===== src/rtl/adder_pkg.sv =====
// adder_pkg
// Shared definitions for the pipelined adder/subtractor and its users.
//   op_e                 : operation select encoding carried on the `op` port
//   ADDER_WIDTH_DEFAULT  : default operand/result width
package adder_pkg;

  typedef enum logic {
    OP_ADD = 1'b0,
    OP_SUB = 1'b1
  } op_e;

  localparam int ADDER_WIDTH_DEFAULT = 16;

endpackage


===== src/rtl/carry_lookahead.sv =====
// carry_lookahead
// Ripple-style carry network: resolves per-bit carry-in from generate and
// propagate vectors.
//   g   in  WIDTH  per-bit generate
//   p   in  WIDTH  per-bit propagate
//   cin in  1      carry into bit 0
//   c   out WIDTH  c[i] = carry into bit i
module carry_lookahead #(
  parameter int WIDTH = 16
) (
  input  logic [WIDTH-1:0] g,
  input  logic [WIDTH-1:0] p,
  input  logic             cin,
  output logic [WIDTH-1:0] c
);

  // The MSB generate/propagate only feed the carry out, which the caller
  // forms itself from c[WIDTH-1].
  logic unused_msb;
  assign unused_msb = &{1'b0, g[WIDTH-1], p[WIDTH-1]};

  always_comb begin
    c    = '0;
    c[0] = cin;
    for (int unsigned i = 1; i < WIDTH; i++) begin
      c[i] = g[i-1] | (p[i-1] & c[i-1]);
    end
  end

endmodule


===== src/rtl/pipelined_adder.sv =====
// pipelined_adder
// Two-stage WIDTH-bit adder/subtractor with valid/ready on both sides.
// Stage 1 registers generate/propagate/carry-in; stage 2 resolves carries
// and holds sum/cout/ovf until the consumer accepts.
//   clk, rst_n          clock, async active-low reset
//   in_valid/in_ready   operand handshake
//   a, b, cin, op       operands; op 0 = a+b+cin, 1 = a-b (cin ignored)
//   out_valid/out_ready result handshake
//   sum, cout, ovf      result, carry out (SUB: 1 = no borrow), signed overflow
module pipelined_adder
  import adder_pkg::*;
#(
  parameter int WIDTH = ADDER_WIDTH_DEFAULT
) (
  input  logic             clk,
  input  logic             rst_n,
  input  logic             in_valid,
  output logic             in_ready,
  input  logic [WIDTH-1:0] a,
  input  logic [WIDTH-1:0] b,
  input  logic             cin,
  input  logic             op,
  output logic             out_valid,
  input  logic             out_ready,
  output logic [WIDTH-1:0] sum,
  output logic             cout,
  output logic             ovf
);

  logic             v1;
  logic [WIDTH-1:0] g1;
  logic [WIDTH-1:0] p1;
  logic             c01;
  logic             v2;

  logic             ready2;
  logic             take_in;
  logic             advance;
  logic [WIDTH-1:0] bx;
  logic [WIDTH-1:0] c;
  logic [WIDTH-1:0] sum_n;
  logic             cout_n;
  logic             ovf_n;

  assign ready2   = !v2 || out_ready;
  assign in_ready = !v1 || ready2;
  assign take_in  = in_valid && in_ready;
  assign advance  = v1 && ready2;
  assign out_valid = v2;

  // Subtraction is a + ~b + 1: invert b here, force carry-in in stage 1.
  always_comb begin
    bx = b;
    if (op == OP_SUB) begin
      bx = ~b;
    end
  end

  always_ff @(posedge clk or negedge rst_n) begin
    if (!rst_n) begin
      v1  <= 1'b0;
      g1  <= '0;
      p1  <= '0;
      c01 <= 1'b0;
    end else begin
      if (take_in) begin
        v1  <= 1'b1;
        g1  <= a & bx;
        p1  <= a ^ bx;
        c01 <= (op == OP_SUB) ? 1'b1 : cin;
      end else if (advance) begin
        v1 <= 1'b0;
      end
    end
  end

  carry_lookahead #(
    .WIDTH(WIDTH)
  ) u_cla (
    .g  (g1),
    .p  (p1),
    .cin(c01),
    .c  (c)
  );

  always_comb begin
    cout_n = g1[WIDTH-1] | (p1[WIDTH-1] & c[WIDTH-1]);
    sum_n  = p1 ^ c;
    ovf_n  = c[WIDTH-1] ^ cout_n;
  end

  always_ff @(posedge clk or negedge rst_n) begin
    if (!rst_n) begin
      v2   <= 1'b0;
      sum  <= '0;
      cout <= 1'b0;
      ovf  <= 1'b0;
    end else begin
      if (advance) begin
        v2   <= 1'b1;
        sum  <= sum_n;
        cout <= cout_n;
        ovf  <= ovf_n;
      end else if (v2 && out_ready) begin
        v2 <= 1'b0;
      end
    end
  end

endmodule

===== config.mk =====
export PLATFORM = sky130hd
export DESIGN_NAME = pipelined_adder
export DESIGN_NICKNAME = d
export VERILOG_FILES = /design/src/rtl/adder_pkg.sv /design/src/rtl/carry_lookahead.sv /design/src/rtl/pipelined_adder.sv
export SDC_FILE = /design/constraint.sdc
export NUM_CORES = 1
export LEC_CHECK = 0
export BUFFER_PORTS_ARGS = -buffer_cell sky130_fd_sc_hd__clkbuf_2
export CAP_MARGIN = 20
export CORE_ASPECT_RATIO = 0.7
export CORE_MARGIN = 1.5
export CORE_UTILIZATION = 59
export DETAILED_ROUTE_END_ITERATION = 10
export PLACE_DENSITY = 0.85
export SYNTH_ARGS = -nofsm -noshare
export SYNTH_HDL_FRONTEND = slang
export SYNTH_SLANG_ARGS = --single-unit

===== constraint.sdc =====
create_clock -name clk -period 11.7 [get_ports clk]
set_input_delay 2.34 -clock clk [delete_from_list [all_inputs] [get_ports clk]]
set_output_delay 2.34 -clock clk [all_outputs]
set_load 0.01 [all_outputs]

==> impl_metrics.yaml <==
status:
  status: "complete, no violations"
floorplanning:
  design.core.area_sq_mm: 0.00450
  die_area_sq_mm: 0.00528
  rows: 20
  initial_core_util_pct: 63.5
  fp.dieH_um: 61.2
  die_w_um: 86.2
  ios: 58
yosys:
  synth-simple-area-share_pct: 6.13
  synth_top_family_by_area: "multiplexers"
  yosys_warnings: 0
  synth-adder-area-share_pct: 14.0
  synth-seq-cells: 53
  synth_mux_area_share_pct: 24.9
  syn_area_per_cell_sq_um: 15.6
  synthTopCellsByArea: "dfrtp_1 (46%), mux2_4 (21%), ha_1 (14%)"
  synth.top_cell.area_share_pct: 46.4
  synth-compound-area-share_pct: 0.394
  postSynthCellCount: 183
  synth_xor_xnor_area_share_pct: 5.21
  synth.cell_area_sq_mm: 0.00286
  syn-num-nets: 253
  synth_area_leader_cell: "dfrtp_1"
  yosysSeqAreaShare_pct: 46.4
  post_synth_num_cell_types: 19
timing:
  hold_violations: 0
  grt_setup_unrepaired: "false"
  worst_pin_slew_ns: 0.649
  fin_crit_sh_pct: 69.9
  clock-skew-final_ns: 0.0159
  max_slew_margin_pct: 56.7
  finalSetupTns_ns: 0
  slew_violations: 0
  max_freq_mhz: 122
  min_period_ns: 8.18
  setup_violations: 0
placement:
  port_buffers: 57
  post-dp-hpwl_mm: 3.24
  gp_congestion: 0.723
finish:
  insertedDiodeCount: 0
  nFillCells: 310
  area_delta_synth_final_pct: 12.9
  layout_common_cells: "clkbuf_2 (57), dfrtp_1 (53), mux2_4 (40), ha_1 (32), xor2_1 (17)"
  layout.cells.most_common: "clkbuf_2"
  final_util_pct: 71.7
  drive_gt1_share_pct: 55.1
  fin_nets: 312
global_routing:
  grt_max_degree: 54
  use_met2_pct: 32.1
  grt_antenna_before_repair: 0
  grt-busiest-layer: "met2"
  track_usage_pct: 19.2
  grtUsageMet3_pct: 4.42
  grt_pass1_wl_mm: 7.40
  met1_usage_pct: 25.5
  grt_overflow: 0
  grt_pass1_vias: 1545
detailed_routing:
  wl_per_cell_um: 15.1
  vias: 1565
  ant_nets: 0
  wirelength_mm: 4.49
  drtIter0Drc: 49
  drc: 0
  avgViaCountPerCell: 5.25
  drt_first_pass_iters: 3
setup_path:
  endpoint_kind: "register"
  cp_slowest_cell: "dfrtp_1"
  critPathArrivalTime_ns: 8.39
  cp.required_ns: 11.91
  r2r-start: "p1[0]"
  crit_path_frequent_cell: "ha_1"
  cp-start-kind: "register"
  crit_fanout: 2
  timing.rr.end: "ovf"
  ff2ff_path_depth: 34
  worstSetupPathType: "register to register"
  reg2reg_slack_ns: 3.52
  cpPeakStageDelay_ns: 0.39
clock_network:
  clockBufferDepth: 2
  numClockSinks: 53
  clk_latency_ns: 0.31
  htreeDepth: 2
  cts_resized: 0
  cts_tree: "done"
  numCtsBuffers: 5
  clockRootBuffer: "clkbuf_8"
  postCtsSetupBuffers: 0
  path_clk_slew_ns: 0.11
  cts_hold_buffers: 0
run:
  cap_violations: 0
worst_hold_path:
  min_path_type: "register to register"
  holdCritStartpoint: "g1[13]"
  min_path_cells: 1
  hold_end: "g1[13]"
power:
  peakVddDrop_mv: 0.123
  power_density_mw_per_mm2: 179
  p_leak_nw: 1.73
-- stage by stage --
| stage | hold WS, ns | total power (W) | setup slack, ns | cells | cell area [sq um] |
|---|---|---|---|---|---|
| final | 0.512 | 0.000578 | 3.52 | 298 | 3230 |
| after global routing | 0.521 | 0.000617 | 3.16 | 298 | 3230 |
| after CTS | 0.512 | 0.000585 | 3.46 | 298 | 3230 |
| after detailed placement | 0.488 | 0.000480 | 3.52 | 290 | 3140 |
| after global placement | 0.485 | 0.000471 | 3.66 | 290 | 3140 |
| after floorplan | 0.470 | 0.000411 | 3.87 | 183 | 2860 |
-- how the worst max path moves through the flow --
stage                     start  end  slack [ns]  cells after the start
after floorplan           p1[0]  ovf        3.87                     34
after global routing      p1[0]  ovf        3.16                     34
after detailed placement  p1[0]  ovf        3.52                     34
after global placement    p1[0]  ovf        3.66                     34
after CTS                 p1[0]  ovf        3.46                     34
final                     p1[0]  ovf        3.52                     34
-- cells by family after synthesis --
group,count (synthesis)
compound gates,2
xor+xnor,17
fa+ha+maj,32
buf+inv,6
flops,53
mux,50
simple gates,23
-- critical path: cells and delay by family (launching register included) --
kind          cells  cell delay [ns]
xor+xnor          1             0.14
fa+ha+maj        16             2.83
flops             1             0.39
mux               1             0.26
simple gates     16             4.48
-- registers in the layout (all words and copies together) (netlist names) --
register   flops
g1            16
v1             1
c01            1
ovf            1
cout           1
sum           16
p1            16
out_valid      1
-- cell usage after synthesis --
cell type / instances
a21oi_1: 1
a31oi_1: 1
buf_12: 3
buf_2: 1
buf_4: 1
buf_6: 1
dfrtp_1: 53
ha_1: 32
mux2_2: 10
mux2_4: 40
nand2_4: 1
nand2_8: 1
nand2b_1: 2
nand3b_4: 1
nor2_1: 1
or2_1: 1
or2_2: 15
or2b_1: 1
xor2_1: 17
-- power breakdown --
group | leakage, nW | total [W] | internal (W) | switching [W]
Sequential | 0.636 | 0.000270 | 0.000237 | 0.0000325
Combinational | 1.06 | 0.000205 | 0.000124 | 0.0000810
Clock | 0.0364 | 0.000104 | 0.0000421 | 0.0000615
Total | 1.73 | 0.000578 | 0.000403 | 0.000175
-- cell type report --
| type | count | area, sq um | share of cell area, % |
|---|---|---|---|
| clock buffers | 5 | 68.8 | 2.13 |
| well taps | 55 | 68.8 | 2.13 |
| multi-input cells | 124 | 1450 | 44.9 |
| repair buffers | 58 | 293 | 9.07 |
| flip-flops and latches | 53 | 1330 | 41.1 |
| clock inverters | 3 | 22.5 | 0.698 |
-- routing by layer --
metal / routed length, um / share of wire (%)
met5: 0 / 0
met1: 2200 / 49
met2: 2100 / 47
met3: 158 / 3.5
met4: 34 / 0.76
Power figures use the tool's default switching activity.
